==> config.mk <==
export PLATFORM = sky130hd
export DESIGN_NAME = seq_detector_prog_flat
export DESIGN_NICKNAME = d
export VERILOG_FILES = /design/src/rtl/seq_detector_prog_if.sv /design/src/rtl/seq_detector_prog.sv /design/src/flat_wrapper.sv
export SDC_FILE = /design/constraint.sdc
export NUM_CORES = 1
export LEC_CHECK = 0
export BUFFER_PORTS_ARGS = -buffer_cell sky130_fd_sc_hd__buf_2
export CAP_MARGIN = 20
export CORE_MARGIN = 4
export CORE_UTILIZATION = 56
export DETAILED_ROUTE_END_ITERATION = 8
export PLACE_DENSITY = 0.82
export SLEW_MARGIN = 10
export SYNTH_ARGS = -nofsm -noshare
export SYNTH_HDL_FRONTEND = slang
export SYNTH_SLANG_ARGS = --single-unit
==> constraint.sdc <==
create_clock -name clk -period 2.9 [get_ports clk]
set_input_delay 0.58 -clock clk [delete_from_list [all_inputs] [get_ports clk]]
set_output_delay 0.58 -clock clk [all_outputs]
set_load 0.05 [all_outputs]
==> src/rtl/seq_detector_prog_if.sv <==
// Bundle of stream, configuration and status signals for seq_detector_prog.
// The master side drives the stream and config; the slave side is the detector.
interface seq_detector_prog_if #(
    parameter int MAX_LEN = 8,
    parameter int CNT_W   = 8
);
    localparam int LW = $clog2(MAX_LEN + 1);

    logic               en;
    logic               x;
    logic               cfg_we;
    logic [MAX_LEN-1:0] cfg_pat;
    logic [LW-1:0]      cfg_len;
    logic               cfg_overlap;
    logic               y;
    logic [CNT_W-1:0]   match_cnt;
    logic               cnt_sat;
    logic               cfg_err;

    modport master (
        output en, x, cfg_we, cfg_pat, cfg_len, cfg_overlap,
        input  y, match_cnt, cnt_sat, cfg_err
    );

    modport slave (
        input  en, x, cfg_we, cfg_pat, cfg_len, cfg_overlap,
        output y, match_cnt, cnt_sat, cfg_err
    );
endinterface

==> src/rtl/seq_detector_prog.sv <==
// Runtime-programmable serial pattern detector with a Mealy match flag,
// overlap control, input qualifier and a saturating match counter.
module seq_detector_prog #(
    parameter int                 MAX_LEN     = 8,
    parameter int                 CNT_W       = 8,
    parameter logic [MAX_LEN-1:0] DEFAULT_PAT = MAX_LEN'(8'b0000_0110),
    parameter int                 DEFAULT_LEN = 4
) (
    input logic                clk,
    input logic                rst,
    seq_detector_prog_if.slave bus
);
    localparam int LW = $clog2(MAX_LEN + 1);
    localparam logic [CNT_W-1:0] CNT_MAX = '1;

    logic [MAX_LEN-1:0] pat;
    logic [LW-1:0]      len;
    logic               overlap;
    logic [MAX_LEN-1:0] hist;
    logic [LW-1:0]      fill;
    logic [CNT_W-1:0]   cnt;
    logic               sat;
    logic               err;

    logic [MAX_LEN-1:0] mask;
    logic [MAX_LEN-1:0] window;
    logic [LW:0]        fill_p1;
    logic               hist_ok;
    logic               match;
    logic               len_ok;
    logic               cfg_accept;
    logic               cfg_reject;
    logic               shift_en;
    logic [LW-1:0]      fill_next;
    logic [CNT_W-1:0]   cnt_next;

    // Only the low len bits of the pattern take part in the compare.
    always_comb begin
        mask = '0;
        for (int i = 0; i < MAX_LEN; i++) begin
            mask[i] = (i < int'(len));
        end
    end

    assign window  = {hist[MAX_LEN-2:0], bus.x};
    assign fill_p1 = {1'b0, fill} + (LW+1)'(1);
    assign hist_ok = fill_p1 >= {1'b0, len};

    assign match = bus.en & ~bus.cfg_we & ~rst & hist_ok
                 & ((window & mask) == (pat & mask));

    assign len_ok     = (bus.cfg_len != '0)
                      && (bus.cfg_len <= LW'(MAX_LEN));
    assign cfg_accept = bus.cfg_we & len_ok;
    assign cfg_reject = bus.cfg_we & ~len_ok;
    assign shift_en   = bus.en & ~bus.cfg_we;

    // Next history fill: cleared by a new config or a non-overlap match.
    always_comb begin
        fill_next = fill;
        if (cfg_accept) begin
            fill_next = '0;
        end else if (shift_en) begin
            if (match && !overlap) begin
                fill_next = '0;
            end else if (fill != LW'(MAX_LEN)) begin
                fill_next = fill + LW'(1);
            end
        end
    end

    // Next counter value: cleared by a new config, saturates on matches.
    always_comb begin
        cnt_next = cnt;
        if (cfg_accept) begin
            cnt_next = '0;
        end else if (match && (cnt != CNT_MAX)) begin
            cnt_next = cnt + CNT_W'(1);
        end
    end

    // Configuration registers, loaded only by a valid write.
    always_ff @(posedge clk) begin
        if (rst) begin
            pat     <= DEFAULT_PAT;
            len     <= LW'(DEFAULT_LEN);
            overlap <= 1'b1;
        end else if (cfg_accept) begin
            pat     <= bus.cfg_pat;
            len     <= bus.cfg_len;
            overlap <= bus.cfg_overlap;
        end
    end

    // Shift history on every qualified bit; fill says how much is valid.
    always_ff @(posedge clk) begin
        if (rst) begin
            hist <= '0;
        end else if (shift_en) begin
            hist <= window;
        end
    end

    // History fill level.
    always_ff @(posedge clk) begin
        if (rst) begin
            fill <= '0;
        end else begin
            fill <= fill_next;
        end
    end

    // Match counter and its registered saturation flag.
    always_ff @(posedge clk) begin
        if (rst) begin
            cnt <= '0;
            sat <= 1'b0;
        end else begin
            cnt <= cnt_next;
            sat <= &cnt_next;
        end
    end

    // One-cycle error pulse after a rejected config write.
    always_ff @(posedge clk) begin
        if (rst) begin
            err <= 1'b0;
        end else begin
            err <= cfg_reject;
        end
    end

    assign bus.y         = match;
    assign bus.match_cnt = cnt;
    assign bus.cnt_sat   = sat;
    assign bus.cfg_err   = err;
endmodule

==> src/flat_wrapper.sv <==
// flat-port wrapper written by rule: the top's interface ports become plain ports
module seq_detector_prog_flat 
#(
    parameter int                 MAX_LEN     = 8,
    parameter int                 CNT_W       = 8,
    parameter logic [MAX_LEN-1:0] DEFAULT_PAT = MAX_LEN'(8'b0000_0110),
    parameter int                 DEFAULT_LEN = 4
)
  (clk, rst, bus_en, bus_x, bus_cfg_we, bus_cfg_pat, bus_cfg_len, bus_cfg_overlap, bus_y, bus_match_cnt, bus_cnt_sat, bus_cfg_err);
  seq_detector_prog_if #(.MAX_LEN(MAX_LEN), .CNT_W(CNT_W)) bus_i ();
  input logic clk;
  input logic rst;
  input wire logic [$bits(bus_i.en)-1:0] bus_en;
  input wire logic [$bits(bus_i.x)-1:0] bus_x;
  input wire logic [$bits(bus_i.cfg_we)-1:0] bus_cfg_we;
  input wire logic [$bits(bus_i.cfg_pat)-1:0] bus_cfg_pat;
  input wire logic [$bits(bus_i.cfg_len)-1:0] bus_cfg_len;
  input wire logic [$bits(bus_i.cfg_overlap)-1:0] bus_cfg_overlap;
  output wire logic [$bits(bus_i.y)-1:0] bus_y;
  output wire logic [$bits(bus_i.match_cnt)-1:0] bus_match_cnt;
  output wire logic [$bits(bus_i.cnt_sat)-1:0] bus_cnt_sat;
  output wire logic [$bits(bus_i.cfg_err)-1:0] bus_cfg_err;
  assign bus_i.en = bus_en;
  assign bus_i.x = bus_x;
  assign bus_i.cfg_we = bus_cfg_we;
  assign bus_i.cfg_pat = bus_cfg_pat;
  assign bus_i.cfg_len = bus_cfg_len;
  assign bus_i.cfg_overlap = bus_cfg_overlap;
  assign bus_y = bus_i.y;
  assign bus_match_cnt = bus_i.match_cnt;
  assign bus_cnt_sat = bus_i.cnt_sat;
  assign bus_cfg_err = bus_i.cfg_err;
  seq_detector_prog #(.MAX_LEN(MAX_LEN), .CNT_W(CNT_W), .DEFAULT_PAT(DEFAULT_PAT), .DEFAULT_LEN(DEFAULT_LEN)) u_core (.clk(clk), .rst(rst), .bus(bus_i));
endmodule
==> results of run 1 <==
-- layout by cell type, fill, tap and decap left out, drive strengths merged, types with 2 or more instances in the layout --
cell and count:
xor2 9, nand2b 3, nor4 2, nand2 53
a31oi 6, ha 7, a21oi 19, nand3 9
nor3b 2, o211ai 2, a211oi 4, inv 9
nor2 11, buf 36, dfxtp 34, and3 4
nand3b 6, xnor2 7, a41oi 2, clkbuf 7
clkinv 2, o21ai 5, a21boi 2
-- metrics by stage --
stage	cells	total power, W	instance area [um^2]	setup TNS [ps]
final	304	0.000870	2150	0
after global routing	304	0.000921	2150	-73.8
after CTS	303	0.000874	2130	-23.3
after global placement	292	0.000594	1990	0
after detailed placement	292	0.000597	1990	0
after floorplan	227	0.000565	1830	0
-- worst reg2reg max path, stage by stage, from the launching register on --
cell and delay, ps:
dfxtp_4 380, ha_4 170, xor2_2 140, ha_1 270, o21ai_1 50, o21a_1 160
or4_4 560, clkinv_4 80, buf_4 90, buf_4 190, nand2_1 130, a41oi_1 300
nor4b_2 80
-- how the worst min path moves through the flow --
| stage | startpoint | endpoint | slack [ps] | depth (start not counted) |
|---|---|---|---|---|
| finish | bus_cfg_overlap | u_core.overlap | 440 | 3 |
| detailed placement | u_core.pat[7] | u_core.pat[7] | 460 | 2 |
| global placement | u_core.hist[6] | u_core.hist[6] | 460 | 2 |
| global route | bus_cfg_len[2] | u_core.len[2] | 450 | 3 |
| CTS | bus_cfg_overlap | u_core.overlap | 430 | 3 |
| floorplan | u_core.overlap | u_core.overlap | 440 | 2 |
-- repair_timing --
action                                  CTS  global route
hold buffers                              0             0
endpoints found under the setup margin    1             3
setup buffers                             3             1
endpoints found under the hold margin     0             0
pin swaps                                 7             4
resized for setup                        14             5
-- metal layers --
layer	vias up	global-route usage [%]	wire, um
met5	-	0	0
met4	0	8.55	68
met3	9	5.47	166
met2	36	36.8	1950
met1	751	24.9	1750
li1	849	-	-
-- sequential cells by signal, summed over array words and instances, names as in the netlist --
register,count
u_core.bus.cfg_err,1
u_core.bus.match_cnt,8
u_core.bus.cnt_sat,1
u_core.len,4
u_core.hist,7
u_core.overlap,1
u_core.pat,8
u_core.fill,4
-- cell type report --
class / instances / area, um^2 / area share (%)
multi-input combinational: 172 / 1090 / 50.8
inverter: 10 / 42.5 / 1.97
sequential: 34 / 693 / 32.2
tap: 44 / 55.1 / 2.56
timing repair buffer: 36 / 210 / 9.76
clock buffer: 7 / 55.1 / 2.56
clock inverter: 1 / 5.00 / 0.232
-- power by group through the flow --
stage / registers [W] / clock network (W) / logic, W
3_3_place_gp: 0.000505 / 0 / 0.0000896
2_1_floorplan: 0.000503 / 0 / 0.0000612
6_report: 0.000493 / 0.000279 / 0.0000984
4_1_cts: 0.000493 / 0.000284 / 0.0000962
5_1_grt: 0.000496 / 0.000312 / 0.000113
3_5_place_dp: 0.000505 / 0 / 0.0000919
-- kinds of logic after synthesis --
| group | Yosys count | synth area share, % |
|---|---|---|
| compound gates | 50 | 18.0 |
| simple gates | 99 | 26.6 |
| fa+ha+maj | 7 | 4.79 |
| flops | 34 | 37.2 |
| buf+inv | 21 | 5.75 |
| xor+xnor | 16 | 7.66 |
==> results.md, run 1 <==
* EDFF count, synth at 0
* Worst reg2reg startpoint: u_core.fill[1]
* Critical-path top delay cell: or4_4
* P_int at around 0.00064 W
* Number of global-route vias before repair at 1613
* Status: complete, no violations
* Register-to-Register Path Depth at 12
* Synth area leaders: dfxtp_1 (37%), nand2_1 (11%), a21oi_1 (5.2%)
* FF-to-FF End: u_core.bus.cnt_sat
* Max FO, Critical Path at 5
* Max cap viols at 0
* Layout fillers at 276
* CP Data Required Time at 2320 ps
* Syn Inst Count at 227
* Final worst-path cycle share at between 90% and 100%
* Pleak at between 0.9 and 1 nW
* Main synth FF type: dfxtp_1
* Switching power at 0.000230 W
* Maximum clock path buffer count at 2
* CTS sink count at 34
* CP endpoint: bus_y
* GRT Util Overall at 21.2%
* Area Growth Syn to Fin at 17.8%
* Syn. warnings at 0
* Die area at 4250 um^2
* DR iter-0 viols at about 160
* CP Depth at 8
* Root Buffer: clkbuf_4
* Vias at between 1500 and 2000
* Pwr dens at 404 nW/um^2
* H-tree Lvls at 2
* Worst vdd ir at 0.000341 V
* DR DRC count at 0
* Yosys top cell area share at 37.2%
* Fin. Hold Viols at 0
* R2R Setup Slk at about 190 ps
* RSZ-0062 raised after global routing: true
* Grt total ovfl at 0
* Ys async rst share at 0%
* Diode count at 0
* Sequential Power Share at a little under three fifths
* Worst-path cell chain: ha_4 > xor2_2 > ha_1 > o21ai_1 > o21a_1 > or4_4 > clkinv_4 > buf_8
* Pin count of the biggest net entering global routing at 23
* Vias/cell at between 5 and 6
* Seq/Total Area, Yosys at 37.2%
* Final Skew at 8.02 ps
* Post-DP HPWL at about 2.9 mm
* Global-route wire length before repair at 7.11 mm
* Arr. time, crit path at 2300 ps
* DP Worst Slack at 129 ps
* CP top delay family: simple AND/OR/NAND/NOR gates
* Synth unique cells at 48
* Achievable frequency at 0.348 GHz
* Clock power frac at 32.0%
* Number of port buffers at 28
* Worst relative slew slack at 59.8%
* Minimum clock period at 2880 ps
* Setup ws final at 24.1 ps
* Syn_area_per_cell at 8.06 um^2
* Core box area at 3080 um^2
* CTS tree: done
* Buf/Inv on CP at 2
* ANT nets after route at 0
* Share of layout cells above drive strength 1 at 24.2%
* Hold Slack at 440 ps
* Mapped Nets at 252
* IO Pins at 29
* Final setup fails at 0
* Avg WL per Cell at 12.9 um
* Cell with the most instances after synthesis: nand2_1
* Crit path from: u_core.fill[1]
* Num CTS Buffers at 5
* Pins over their slew limit at 0
* Final #Nets at 284
* Worst-path clk slew at 100 ps
* Drt first pass iters at 4
* Clk_lat worst skew at 340 ps
* Worst Path Class, Setup: register to primary output
* Power share of the combinational group at 11.3%
* Min-delay worst type: input pin to register
* Top cells by count, synth: nand2_1 (53), dfxtp_1 (34), a21oi_1 (19), nor2_1 (11)
* Die height at 65.2 um
* CP Capture Type: primary output
* Starting Density at around three fifths
* Mapped Area at 1830 um^2
* Final design utilization at 70.0%
* Worst Tran Pin Value at about 600 ps
* Routability Congestion at 0.840
* Final wirelength at 3.94 mm
* Yosys top cell by area: dfxtp_1
* Row cnt at 20
* Initial antenna violation count at 0
* Seq cells post-synth at 34
* Worst Setup Start Kind: register
* Die Wd at 65.2 um
* Switch share at between 20% and 30%
* Crit-path max cell delay at roughly 560 ps
Power figures use the tool's default switching activity.
==> run 2, diff against run 1 <==
--- a/config.mk
+++ b/config.mk
@@ -11,7 +11,7 @@
 export CORE_UTILIZATION = 56
 export DETAILED_ROUTE_END_ITERATION = 8
 export PLACE_DENSITY = 0.82
-export SLEW_MARGIN = 10
+export SLEW_MARGIN = 20
 export SYNTH_ARGS = -nofsm -noshare
 export SYNTH_HDL_FRONTEND = slang
 export SYNTH_SLANG_ARGS = --single-unit
==> constraint.sdc (replaced) <==
create_clock -name clk -period 3 [get_ports clk]
set_input_delay 0.6 -clock clk [delete_from_list [all_inputs] [get_ports clk]]
set_output_delay 0.6 -clock clk [all_outputs]
set_load 0.05 [all_outputs]
==> results.md, run 2 (same netlist as run 1, synthesis figures left out) <==
* Status: complete, no violations
* Core box area at 3080 um^2 (unchanged)
* Final worst-path cycle share at around 96%
* Worst-path cell chain: inv_1 > ha_1 > ha_1 > a211oi_1 > o21a_1 > or4_4 > clkinv_4 > buf_8
* Final #Nets at 281 (-1.1%)
* Setup ws final at 132 ps (+108 ps)
* Pins over their slew limit at 0 (unchanged)
* Starting Density at 59.4% (unchanged)
* Post-DP HPWL at 2.82 mm (-2.0%)
* Die height at 65.2 um (unchanged)
* Clk_lat worst skew at 340 ps (about the same)
* Post-CTS Hold Fix Bufs at 0 (unchanged)
* Overall power consumption at 0.000879 W (+1.0%)
* DP Worst Slack at 200 ps (+70.9 ps)
* Row cnt at 20 (unchanged)
* Maximum clock path buffer count at 2 (unchanged)
* GRT Util Overall at 20.5% (-0.69 points)
* ANT nets after route at 0 (unchanged)
* Routability Congestion at 0.839 (-0.21%)
* Avg WL per Cell at 12.8 um (-0.95%)
* Minimum clock period at approximately 2900 ps
* Register-to-Register Path Depth at 11 (-1)
* Post-DP Area at 1990 um^2 (unchanged)
* Cells after DPL at 292 (unchanged)
* Worst-path clk slew at 100 ps (about the same)
* Worst hold stages at 3 (unchanged)
* Global-route wire length before repair at 6.80 mm (-4.4%)
* Worst relative slew slack at 58.9% (-0.88 points)
* Grt total ovfl at 0 (unchanged)
* Initial antenna violation count at 0 (unchanged)
* Final instance area at 2100 um^2 (-2.7%)
* DR DRC count at 0 (unchanged)
* CTS tree: done
* CTS sink count at 34 (unchanged)
* Final setup fails at 0 (unchanged)
* Worst vdd ir at 0.000317 V (-7.0%)
* Number of global-route vias before repair at 1552 (-3.8%)
* H-tree Lvls at 2 (unchanged)
* Vias at 1662 (+1.0%)
* Final wirelength at 3.86 mm (-1.9%)
* Pin count of the biggest net entering global routing at 23 (unchanged)
* RSZ-0062 raised after global routing: false
* CP Data Required Time at 2400 ps (+80 ps)
* Final Skew at 8.00 ps (-0.0219 ps)
* Total negative slack at 0 ps (unchanged)
* Worst Path Class, Setup: register to primary output
* DR iter-0 viols at 102 (-34%)
* Pleak at 0.894 nW (-1.3%)
* Root Buffer: clkbuf_4
* Drt first pass iters at 4 (unchanged)
* Worst Tran Pin Value at 614 ps (+13.2 ps)
* Diode count at 0 (unchanged)
* Pwr dens at 419 nW/um^2 (+3.8%)
* Most frequent cells in the layout: nand2_1 (53), dfxtp_1 (31), buf_2 (27)
* Fin. Hold Viols at 0 (unchanged)
* Worst Setup Start Kind: register
* CP Capture Type: primary output
* Critical-path top delay cell: or4_4
* Post-Layout Cell Count at 301 (-0.99%)
* Num CTS Buffers at 5 (unchanged)
* IO Pins at 29 (unchanged)
* Most common cell after layout, fill and taps aside: nand2_1
* Number of port buffers at 28 (unchanged)
* Crit-path max cell delay at 460 ps (-100 ps)
* Crit path top cell by count: ha_1
* Min-delay worst type: input pin to register
* Vias/cell at 5.52 (+2.0%)
* Max FO, Critical Path at 4 (-1)
* Achievable frequency at 0.349 GHz
* Die Wd at 65.2 um (unchanged)
* Max cap viols at 0 (unchanged)
* Arr. time, crit path at 2270 ps (-30 ps)
* Area Growth Syn to Fin at 14.6%
* Die area at 4250 um^2 (unchanged)
* Share of layout cells above drive strength 1 at 21.0% (-3.2 points)
==> run 2: cell count changes in the layout (fill, tap and decap cells not counted), sizes merged <==
cell    change
buf         -3
clkinv      -1
clkbuf      +1
==> run 2: path summary, 6_finish.rpt <==
path	from	endpoint	slack [ps]
worst max-delay path	u_core.fill[0]	bus_y	130
worst min-delay path	bus_cfg_overlap	u_core.overlap	470
worst max register to register	u_core.fill[0]	u_core.bus.cnt_sat	430
worst min register to register	u_core.pat[5]	u_core.pat[5]	480
==> run 2: per-stage QoR <==
step,util [%],hold slack [ps]
after floorplan,-,438
after CTS,68.0,451
final,68.1,469
after detailed placement,64.7,463
after global routing,68.1,473
after global placement,64.7,455
==> run 2: critical path, delay by kind of cell (launching register included) <==
kind,cells,cell delay (ps)
adders and majority gates,2,600
and+or+nand+nor,1,460
DFF,1,370
buffers and inverters,3,240
AOI/OAI and AO/OA,2,240
==> run 2: layout make-up <==
type	count	area, um^2
Clock buffer	8	78.8
Multi-Input combinational cell	172	1050
Sequential cell	34	687
Tap cell	44	55.1
Fill cell	283	981
Timing Repair Buffer	33	188
Inverter	10	42.5
==> run 2: where the power goes <==
| part | total, W | internal (W) | switching (W) |
|---|---|---|---|
| combinational | 0.0000909 | 0.0000400 | 0.0000509 |
| sequential | 0.000478 | 0.000464 | 0.0000134 |
| clock | 0.000310 | 0.000160 | 0.000150 |
==> run 2: metal layers <==
metal / GRT usage, % / wire length (um)
met1: 24.9 / 1760
met5: 0 / 0
met2: 33.8 / 1840
met3: 5.98 / 184
met4: 8.81 / 75
==> run 2: timing repair <==
item / CTS / global route
pin swaps: 0 / 1
cloned: 0 / 0
setup buffers: 1 / 0
gates resized for setup: 6 / 2
endpoints found under the setup margin: 1 / 1
==> run 3, diff against run 2 <==
--- a/config.mk
+++ b/config.mk
@@ -7,9 +7,11 @@
 export LEC_CHECK = 0
 export BUFFER_PORTS_ARGS = -buffer_cell sky130_fd_sc_hd__buf_2
 export CAP_MARGIN = 20
+export CORE_ASPECT_RATIO = 0.6
 export CORE_MARGIN = 4
 export CORE_UTILIZATION = 56
 export DETAILED_ROUTE_END_ITERATION = 8
+export GPL_ROUTABILITY_DRIVEN = 0
 export PLACE_DENSITY = 0.82
 export SLEW_MARGIN = 20
 export SYNTH_ARGS = -nofsm -noshare
==> results.md, run 3 (same netlist as run 1, synthesis figures left out) <==
* Status: complete, no violations
* Final Skew at 8.29 ps (+0.286 ps)
* Total negative slack at 0 ps (unchanged)
* CP Capture Type: primary output
* Cells after DPL at 290 (-0.68%)
* Share of layout cells above drive strength 1 at 20.7% (-0.31 points)
* CP Data Required Time at 2400 ps (about the same)
* Final #Nets at 280 (-0.36%)
* Die Wd at 81.8 um (+26%)
* Min-delay src: u_core.overlap
* Most common cell after layout, fill and taps aside: nand2_1
* Pleak at 0.911 nW (+2.0%)
* Final worst-path cycle share at 97.4% (+1.8 points)
* Switch share at 22.3% (-2.1 points)
* Pins over their slew limit at 0 (unchanged)
* Row cnt at 15 (-25%)
* Clock power frac at 47.1% (+12 points)
* Root Buffer: clkbuf_8
* Vias at 1677 (+0.90%)
* Initial antenna violation count at 0 (unchanged)
* Most frequent cells in the layout: nand2_1 (53), dfxtp_1 (31), buf_2 (27)
* Worst-path clk slew at 70 ps (-30 ps)
* Drt first pass iters at 4 (unchanged)
* Layout fillers at 229 (-19%)
* Die area at 4270 um^2 (+0.70%)
* DR iter-0 viols at 123 (+21%)
* Uppermost layer routed: met4
* CTS sink count at 34 (unchanged)
* Final wirelength at 4.41 mm (+14%)
* Switching power at 0.000240 W (+12%)
* Num CTS Buffers at 5 (unchanged)
* H-tree Lvls at 2 (unchanged)
* Final instance area at 2140 um^2 (+2.3%)
* Multi-input logic area at 1050 um^2 (unchanged)
* Vias/cell at 5.63 (+1.9%)
* RSZ-0062 raised after global routing: false
* Max cap viols at 0 (unchanged)
* IO Pins at 29 (unchanged)
* Post-CTS Setup Repair Bufs at 0 (-1)
* Achievable frequency at 0.342 GHz (-1.9%)
* Number of port buffers at 28 (unchanged)
* Power share of the combinational group at 8.4% (-1.9 points)
* Post-Layout Cell Count at 298 (-1.0%)
* Hold Path End: u_core.overlap
* Worst Path Class, Setup: register to primary output
* CTS tree: done
* Area Growth Syn to Fin at 17.2%
* Pin count of the biggest net entering global routing at 23 (unchanged)
* Worst hold stages at 2 (-1)
* Grt total ovfl at 0 (unchanged)
* WL met3 at 337 um (+83%)
* Worst vdd ir at 0.000397 V (+25%)
* DR DRC count at 0 (unchanged)
* Worst relative slew slack at 54.4% (-4.6 points)
* GRT Util Overall at 24.1% (+3.5 points)
* Post-DP Area at 1990 um^2 (-0.13%)
* P_int at 0.000835 W (+26%)
* Worst Setup Start Kind: register
* Register Area at 689 um^2 (+0.36%)
* Max FO, Critical Path at 6 (+2)
* Min-delay worst type: register to register
* Global-route wire length before repair at 7.55 mm (+11%)
* FF-to-FF End: u_core.bus.cnt_sat
* Post-DP HPWL at 3.24 mm (+15%)
* Arr. time, crit path at 2320 ps (+50 ps)
* Final setup fails at 0 (unchanged)
* Maximum clock path buffer count at 2 (unchanged)
* Worst reg2reg startpoint: u_core.fill[0]
* Avg WL per Cell at 14.8 um (+15%)
* Fin. Hold Viols at 0 (unchanged)
* Metal-1 WL at 2.10 mm (+20%)
* Starting Density at 60.9% (+1.5 points)
* Number of global-route vias before repair at 1555 (+0.19%)
* Post-CTS Hold Fix Bufs at 0 (unchanged)
* Core box area at 3000 um^2 (-2.4%)
* Diode count at 0 (unchanged)
* Clk_lat worst skew at 300 ps (-40 ps)
* Routed wl met2 at 1.93 mm (+4.5%)
* Final design utilization at 71.4% (+3.3 points)
* Overall power consumption at 0.00107 W (+22%)
* Register-to-Register Path Depth at 11 (unchanged)
* Pwr dens at 501 nW/um^2 (+20%)
* Die height at 52.3 um (-20%)
* Worst Tran Pin Value at 683 ps (+68.6 ps)
* Minimum clock period at 2920 ps (+54.9 ps)
* ANT nets after route at 0 (unchanged)
* R2R Setup Slk at 260 ps (-170 ps)
* Sequential Power Share at 44.5% (-9.8 points)
run 3: cell count changes in the layout (fill, tap and decap cells not counted), sizes merged:
cell and change:
buf -1, bufinv +2, clkbuf -3, clkinv +1
run 3: critical path, stage by stage (launching register included):
cell and delay (ps):
dfxtp_4 370, inv_1 50, ha_1 320, ha_1 280
a211oi_1 60, o21a_1 180, or4_4 550, clkinv_4 70
buf_6 150
run 3: worst max path at each step:
stage / cells after the start / slack [ps] / endpoint / from
after floorplan: 8 / 370 / bus_y / u_core.fill[0]
after global placement: 8 / 270 / bus_y / u_core.fill[0]
after detailed placement: 11 / 190 / u_core.bus.cnt_sat / u_core.fill[0]
after CTS: 8 / 20 / bus_y / u_core.fill[2]
after global routing: 8 / 3 / bus_y / u_core.fill[0]
final: 8 / 80 / bus_y / u_core.fill[0]
run 3: cell type report:
class / instances / share of cell area [%]
Clock inverter: 3 / 3.21
Clock buffer: 5 / 3.21
Inverter: 10 / 1.98
Multi-Input combinational cell: 172 / 48.8
Sequential cell: 34 / 32.1
Tap cell: 42 / 2.45
Timing Repair Buffer: 32 / 8.23
run 3: routing by layer:
layer  GRT usage (%)  vias up
met4            9.39        0
met1            33.4      758
met5               0        -
met2            35.1       70
li1                -      842
met3            6.70        7
run 3: stage by stage:
step,setup slack [ps],hold WS (ps)
after floorplan,368,438
after global placement,269,454
after detailed placement,193,453
after CTS,17.2,471
after global routing,2.91,503
final,77.3,469
run 3: timing repair:
action                                  in CTS  in global routing
cloned                                       0                  0
endpoints found under the setup margin       1                  1
resized for setup                            3                  5
hold endpoints to repair                     0                  0
run 3: power by group through the flow:
stage	Clock, W	Sequential (W)	Combinational [W]
detailed placement	0	0.000490	0.0000886
finish	0.000506	0.000479	0.0000903
global placement	0	0.000489	0.0000878
floorplan	0	0.000487	0.0000592
global route	0.000538	0.000480	0.000102
CTS	0.000514	0.000479	0.0000895
